File: config.mk
export PLATFORM = sky130hd
export DESIGN_NAME = muldiv_ctrl
export DESIGN_NICKNAME = d
export VERILOG_FILES = /design/src/rtl/muldiv_ctrl_pkg.sv /design/src/rtl/muldiv_ctrl.sv
export SDC_FILE = /design/constraint.sdc
export NUM_CORES = 1
export LEC_CHECK = 0
export ABC_AREA = 1
export CORE_MARGIN = 5
export CORE_UTILIZATION = 40
export DETAILED_ROUTE_END_ITERATION = 8
export GPL_TIMING_DRIVEN = 0
export HOLD_SLACK_MARGIN = 0.12
export PLACE_DENSITY = 0.72
export SLEW_MARGIN = 10
export SYNTH_ARGS = -nofsm -noshare
export SYNTH_HDL_FRONTEND = slang
export SYNTH_SLANG_ARGS = --single-unit
File: constraint.sdc
create_clock -name clk -period 4.8 [get_ports clk]
set_clock_uncertainty 0.2 [all_clocks]
set_input_delay 0.48 -clock clk [delete_from_list [all_inputs] [get_ports clk]]
set_output_delay 0.48 -clock clk [all_outputs]
set_load 0.01 [all_outputs]
File: src/rtl/muldiv_ctrl_pkg.sv
// Shared definitions for the multiply/divide sequencer: FSM state codes,
// operation/signedness encodings, the double-width result bus and the
// operation key used by the single-entry result cache.
package muldiv_ctrl_pkg;

  localparam logic [1:0] MDC_IDLE = 2'd0;
  localparam logic [1:0] MDC_BUSY = 2'd1;
  localparam logic [1:0] MDC_DONE = 2'd2;

  localparam logic MUL      = 1'b0;
  localparam logic DIV      = 1'b1;
  localparam logic Signed   = 1'b0;
  localparam logic Unsigned = 1'b1;

  localparam int unsigned DoubleRegBus = 64;

  typedef logic [DoubleRegBus-1:0] dreg_bus_t;

  // Everything that determines the unit's 64-bit result.
  typedef struct packed {
    logic        op_div;
    logic [31:0] a;
    logic [31:0] b;
    logic        a_uns;
    logic        b_uns;
  } mdc_key_t;

endpackage

File: src/rtl/muldiv_ctrl.sv
// Sequencer between the execute stage and the shared multi-cycle mul/div
// unit. Converts the level request into a start pulse with registered
// operands, stalls the pipeline while the unit runs, returns the result
// for one cycle, aborts on flush or watchdog expiry, and short-circuits a
// repeated identical operation through a one-entry result cache.
module muldiv_ctrl
  import muldiv_ctrl_pkg::*;
#(
  parameter int unsigned TIMEOUT  = 64,
  parameter bit          CACHE_EN = 1'b1
) (
  input  logic        clk,
  input  logic        rst,
  input  logic        req_i,
  input  logic        op_div_i,
  input  logic [31:0] a_i,
  input  logic [31:0] b_i,
  input  logic        a_uns_i,
  input  logic        b_uns_i,
  input  logic        flush_i,
  output logic        unit_start_o,
  output logic        unit_abort_o,
  output logic        unit_div_o,
  output logic [31:0] unit_a_o,
  output logic [31:0] unit_b_o,
  output logic        unit_a_uns_o,
  output logic        unit_b_uns_o,
  input  logic        unit_done_i,
  input  logic [63:0] unit_result_i,
  output logic        done_o,
  output logic [63:0] result_o,
  output logic        stall_req_o,
  output logic        timeout_o
);

  localparam int unsigned   CW      = $clog2(TIMEOUT);
  localparam logic [CW-1:0] WD_LAST = CW'(TIMEOUT - 1);

  logic [1:0]    state;
  mdc_key_t      key_in;
  mdc_key_t      cache_key;
  dreg_bus_t     cache_res;
  logic          cache_vld;
  logic [CW-1:0] wd_cnt;

  logic in_idle;
  logic in_busy;
  logic accept;
  logic hit;
  logic wd_fire;

  assign key_in = '{op_div: op_div_i, a: a_i, b: b_i, a_uns: a_uns_i, b_uns: b_uns_i};

  assign in_idle = (state == MDC_IDLE);
  assign in_busy = (state == MDC_BUSY);
  assign accept  = in_idle && req_i && !flush_i;
  assign hit     = CACHE_EN && cache_vld && (key_in == cache_key);

  // Flush and a coincident completion both take priority over the watchdog.
  assign wd_fire = in_busy && !flush_i && !unit_done_i && (wd_cnt == WD_LAST);

  assign unit_abort_o = in_busy && (flush_i || wd_fire);
  assign timeout_o    = wd_fire;
  assign stall_req_o  = accept || in_busy;

  // Sequencing: state transitions, start/done pulses and the BUSY watchdog.
  always_ff @(posedge clk or negedge rst) begin
    if (!rst) begin
      state        <= MDC_IDLE;
      unit_start_o <= 1'b0;
      done_o       <= 1'b0;
      wd_cnt       <= '0;
    end else begin
      unit_start_o <= 1'b0;
      done_o       <= 1'b0;
      case (state)
        MDC_IDLE: begin
          if (accept) begin
            if (hit) begin
              done_o <= 1'b1;
              state  <= MDC_DONE;
            end else begin
              unit_start_o <= 1'b1;
              wd_cnt       <= '0;
              state        <= MDC_BUSY;
            end
          end
        end
        MDC_BUSY: begin
          if (flush_i) begin
            state <= MDC_IDLE;
          end else if (unit_done_i || wd_fire) begin
            done_o <= 1'b1;
            state  <= MDC_DONE;
          end else if (wd_cnt != '1) begin
            wd_cnt <= wd_cnt + CW'(1);
          end
        end
        MDC_DONE: state <= MDC_IDLE;
        default:  state <= MDC_IDLE;
      endcase
    end
  end

  // Operand registers seen by the unit; only a cache miss reloads them, so
  // they stay stable from start until the operation ends.
  always_ff @(posedge clk or negedge rst) begin
    if (!rst) begin
      unit_div_o   <= MUL;
      unit_a_o     <= '0;
      unit_b_o     <= '0;
      unit_a_uns_o <= Signed;
      unit_b_uns_o <= Signed;
    end else if (accept && !hit) begin
      unit_div_o   <= op_div_i;
      unit_a_o     <= a_i;
      unit_b_o     <= b_i;
      unit_a_uns_o <= a_uns_i;
      unit_b_uns_o <= b_uns_i;
    end
  end

  // Result register and one-entry cache. A flush discards the result and a
  // watchdog expiry returns zero; both leave the cache invalid.
  always_ff @(posedge clk or negedge rst) begin
    if (!rst) begin
      result_o  <= '0;
      cache_res <= '0;
      cache_key <= '0;
      cache_vld <= 1'b0;
    end else begin
      if (accept && hit) begin
        result_o <= cache_res;
      end else if (in_busy) begin
        if (flush_i) begin
          cache_vld <= 1'b0;
        end else if (unit_done_i) begin
          result_o  <= unit_result_i;
          cache_res <= unit_result_i;
          cache_key <= '{op_div: unit_div_o, a: unit_a_o, b: unit_b_o,
                         a_uns: unit_a_uns_o, b_uns: unit_b_uns_o};
          cache_vld <= 1'b1;
        end else if (wd_fire) begin
          result_o  <= '0;
          cache_vld <= 1'b0;
        end
      end
    end
  end

endmodule

==> results.md <==
* Status: completed
* RSZ-0062 raised after global routing: false
* Final net count at 2029
* Final instance area at 16880 um^2
* Number of global-route vias before repair at 11881
* Core area at 30670 um^2
* Global placer's final weighted congestion at 0.9203
* Final Non-Filler Cells at 2313
* DR iter-0 viols at 916
* CTS tree: done
* Sink Count at 273
* Syn. warnings at 0
* WP buf/inv at 2
* CP Capture Type: output port
* Worst EP required at 4120 ps
* Number of remaining DRC errors at 0
* Drt pass-1 iters at 5
* GR Util All Layers at 23.51%
* Crit path max-delay family: simple AND/OR/NAND/NOR gates
* Max IR drop VDD at 0.2951 mV
* Largest net degree at the start of global routing at 96
* Clock transition at path regs at 60 ps
* Initial cell density of the core at 40.67%
* Hold_buf cts at 1
* Dpl cells at 2255
* Count of different cell masters after synthesis at 23
* Share of cells above drive strength 1 at 5.117%
* Maxcap violations at 0
* Worst path max stage delay at 540 ps
* Number of synthesized flops with an enable pin at 0
* Clock Tree Root: clkbuf_16
* Critical path data arrival time at 2550 ps
* Final Critical Period at 3231 ps
* Postcts setup bufs at 0
* P_leak at 8.471 nW
* Initial antenna violation count at 5
* Worst Tran Pin Value at 761.7 ps
* Routed vias/inst at 5.158
* Synthesized area at 12470 um^2
* Hold Crit Class: reg -> reg
* CTS H-tree depth at 1
* Num rows at 64
* Die ar. at 34820 um^2
* Crit start category: register
* Clk_lat worst skew at 550 ps
* Mapped Cells at 1586
* Ports at 272
* Fin crit share at 67.31%
* Post-Route WL at 42120 um
* Power Density at 467.2 nW/um^2
* Setup violators final at 0
* Final Core Density at 55.03%
* Ys async rst share at 100.0%
* Longest Clk Path Bufs at 3
* I/O Buffers at 271
* Syn Area/Cell at 7.865 um^2
* Relative slew slack at 49.22%
* ANT nets after route at 0
* First-pass GRT wire length at 66740 um
* Number of buffers created by CTS at 30
* Sequence of cells on the critical path: ha_1 -> nand2_1 -> inv_1 -> nand2_1 -> nor2_1 -> nand2_1 -> nor3_1 -> nor2_1 -> nor2_1 -> clkdlybuf4s50_1
* Crit path max fanout at 4
* Seq cells post-synth at 273
* Critical path type: reg -> out
* Hold_ws at 280.9 ps
* F_max at 309.5 MHz
* Hpwl dp at 31280 um
* Final hold violations at 0
* Drt wl/cell at 18.21 um
* Resized cells post-CTS at 0
* Slew Viols, Final at 0
* Register area share after synthesis at 54.76%
* Die height at 186.6 um
* Slowest-stage cell, CP: clkdlybuf4s50_1
* Area Overhead vs Synth at 35.30%
* Vias at 11931
* Final TNS setup at 0 ps
* Syn_nets at 1723
* Placed cell area at 15740 um^2
* Ys flop type: dfrtp_1
* Die span in x at 186.6 um
* Grt ovf at 0
synth_stat cells, drive strengths merged (2+ instances only):
| cell type | n | area, um^2 |
|---|---|---|
| nand3 | 145 | 725.7 |
| o21ai | 125 | 625.6 |
| clkbuf | 36 | 135.1 |
| nor2 | 85 | 329.1 |
| xnor2 | 10 | 87.58 |
| a21oi | 2 | 10.01 |
| inv | 147 | 551.8 |
| nor3 | 5 | 25.02 |
| nand2 | 638 | 2400 |
| dfrtp | 273 | 6832 |
| xor2 | 2 | 17.52 |
| nand4 | 76 | 475.5 |
| buf | 39 | 234.0 |
per-stage QoR:
| step | total power [mW] | worst slack (ps) |
|---|---|---|
| finish | 7.885 | 1569 |
| global route | 8.329 | 1337 |
| CTS | 7.933 | 1549 |
| detailed placement | 5.342 | 1189 |
| global placement | 5.276 | -8752 |
| floorplan | 4.226 | 2647 |
layout make-up:
cell class	count	area, um^2
timing repair buffer	274	2783
tap	396	495.5
inverter	147	551.8
sequential	273	6832
buffer	75	369.1
multi-input combinational	1091	4722
antenna	2	5.005
clock buffer	45	938.4
fill	2828	13790
clock inverter	10	181.4
sequential cells by signal (all words and copies together), names as in the netlist:
register      count
unit_b_uns_o      1
result_o         64
unit_start_o      1
unit_div_o        1
unit_b_o         32
state             2
unit_a_o         32
done_o            1
cache_vld         1
wd_cnt            6
cache_key        67
cache_res        64
unit_a_uns_o      1
logic make-up after synthesis:
kind of cell	after synthesis	share of synthesized area, %
compound gates	127	5.095
xor+xnor	12	0.8425
fa+ha+maj	1	0.1003
buf+inv	222	7.382
flops	273	54.76
simple gates	951	31.82
power breakdown:
part / leakage, nW / switching, mW / total (mW) / internal [mW]
Clock: 0.551 / 0.950 / 2.56 / 1.61
Sequential: 3.43 / 0.373 / 3.26 / 2.89
Combinational: 4.49 / 1.11 / 2.07 / 0.955
Total: 8.47 / 2.43 / 7.89 / 5.45
routing by layer:
metal	vias up	track usage, %	share of wire, %
li1	5662	-	-
met1	5766	32.72	43
met2	421	37.17	46
met3	78	5.587	7.9
met4	4	6.418	3.2
met5	-	0	0.064
cell usage in the layout, fill, tap and decap left out, types with 5 or more instances in the layout:
cell type        instances
nand4_1                 76
o21ai_0                113
buf_2                   28
nor3_1                   5
xnor2_1                 10
clkbuf_8                11
clkbuf_1                39
o21ai_1                 12
nand2_1                636
dfrtp_1                273
clkdlybuf4s50_1        270
nand3_1                145
bufinv_16                5
buf_6                    7
clkbuf_16               31
nor2_1                  83
inv_1                  143
worst reg2reg max path, cell delays in order (launching register included):
cell	delay, ps
dfrtp_1	380
xnor2_1	490
nand3_1	150
nor2_1	200
nand2_1	140
nor2_4	380
nand3_1	160
nand2_2	210
clkbuf_1	440
o21ai_0	180
final timing paths:
| path | start | end | slack (ps) | depth (start not counted) |
|---|---|---|---|---|
| worst max register to register | cache_key[28] | unit_a_o[4] | 1720 | 9 |
| max in group asynchronous | rst | result_o[61] | 3100 | 3 |
| min in group asynchronous | rst | unit_a_o[11] | 330 | 2 |
| worst min register to register | cache_res[17] | cache_res[17] | 280 | 2 |
| worst min-delay path | cache_res[17] | cache_res[17] | 280 | 2 |
| worst max-delay path | wd_cnt[0] | unit_abort_o | 1570 | 10 |
Power figures use the tool's default switching activity.
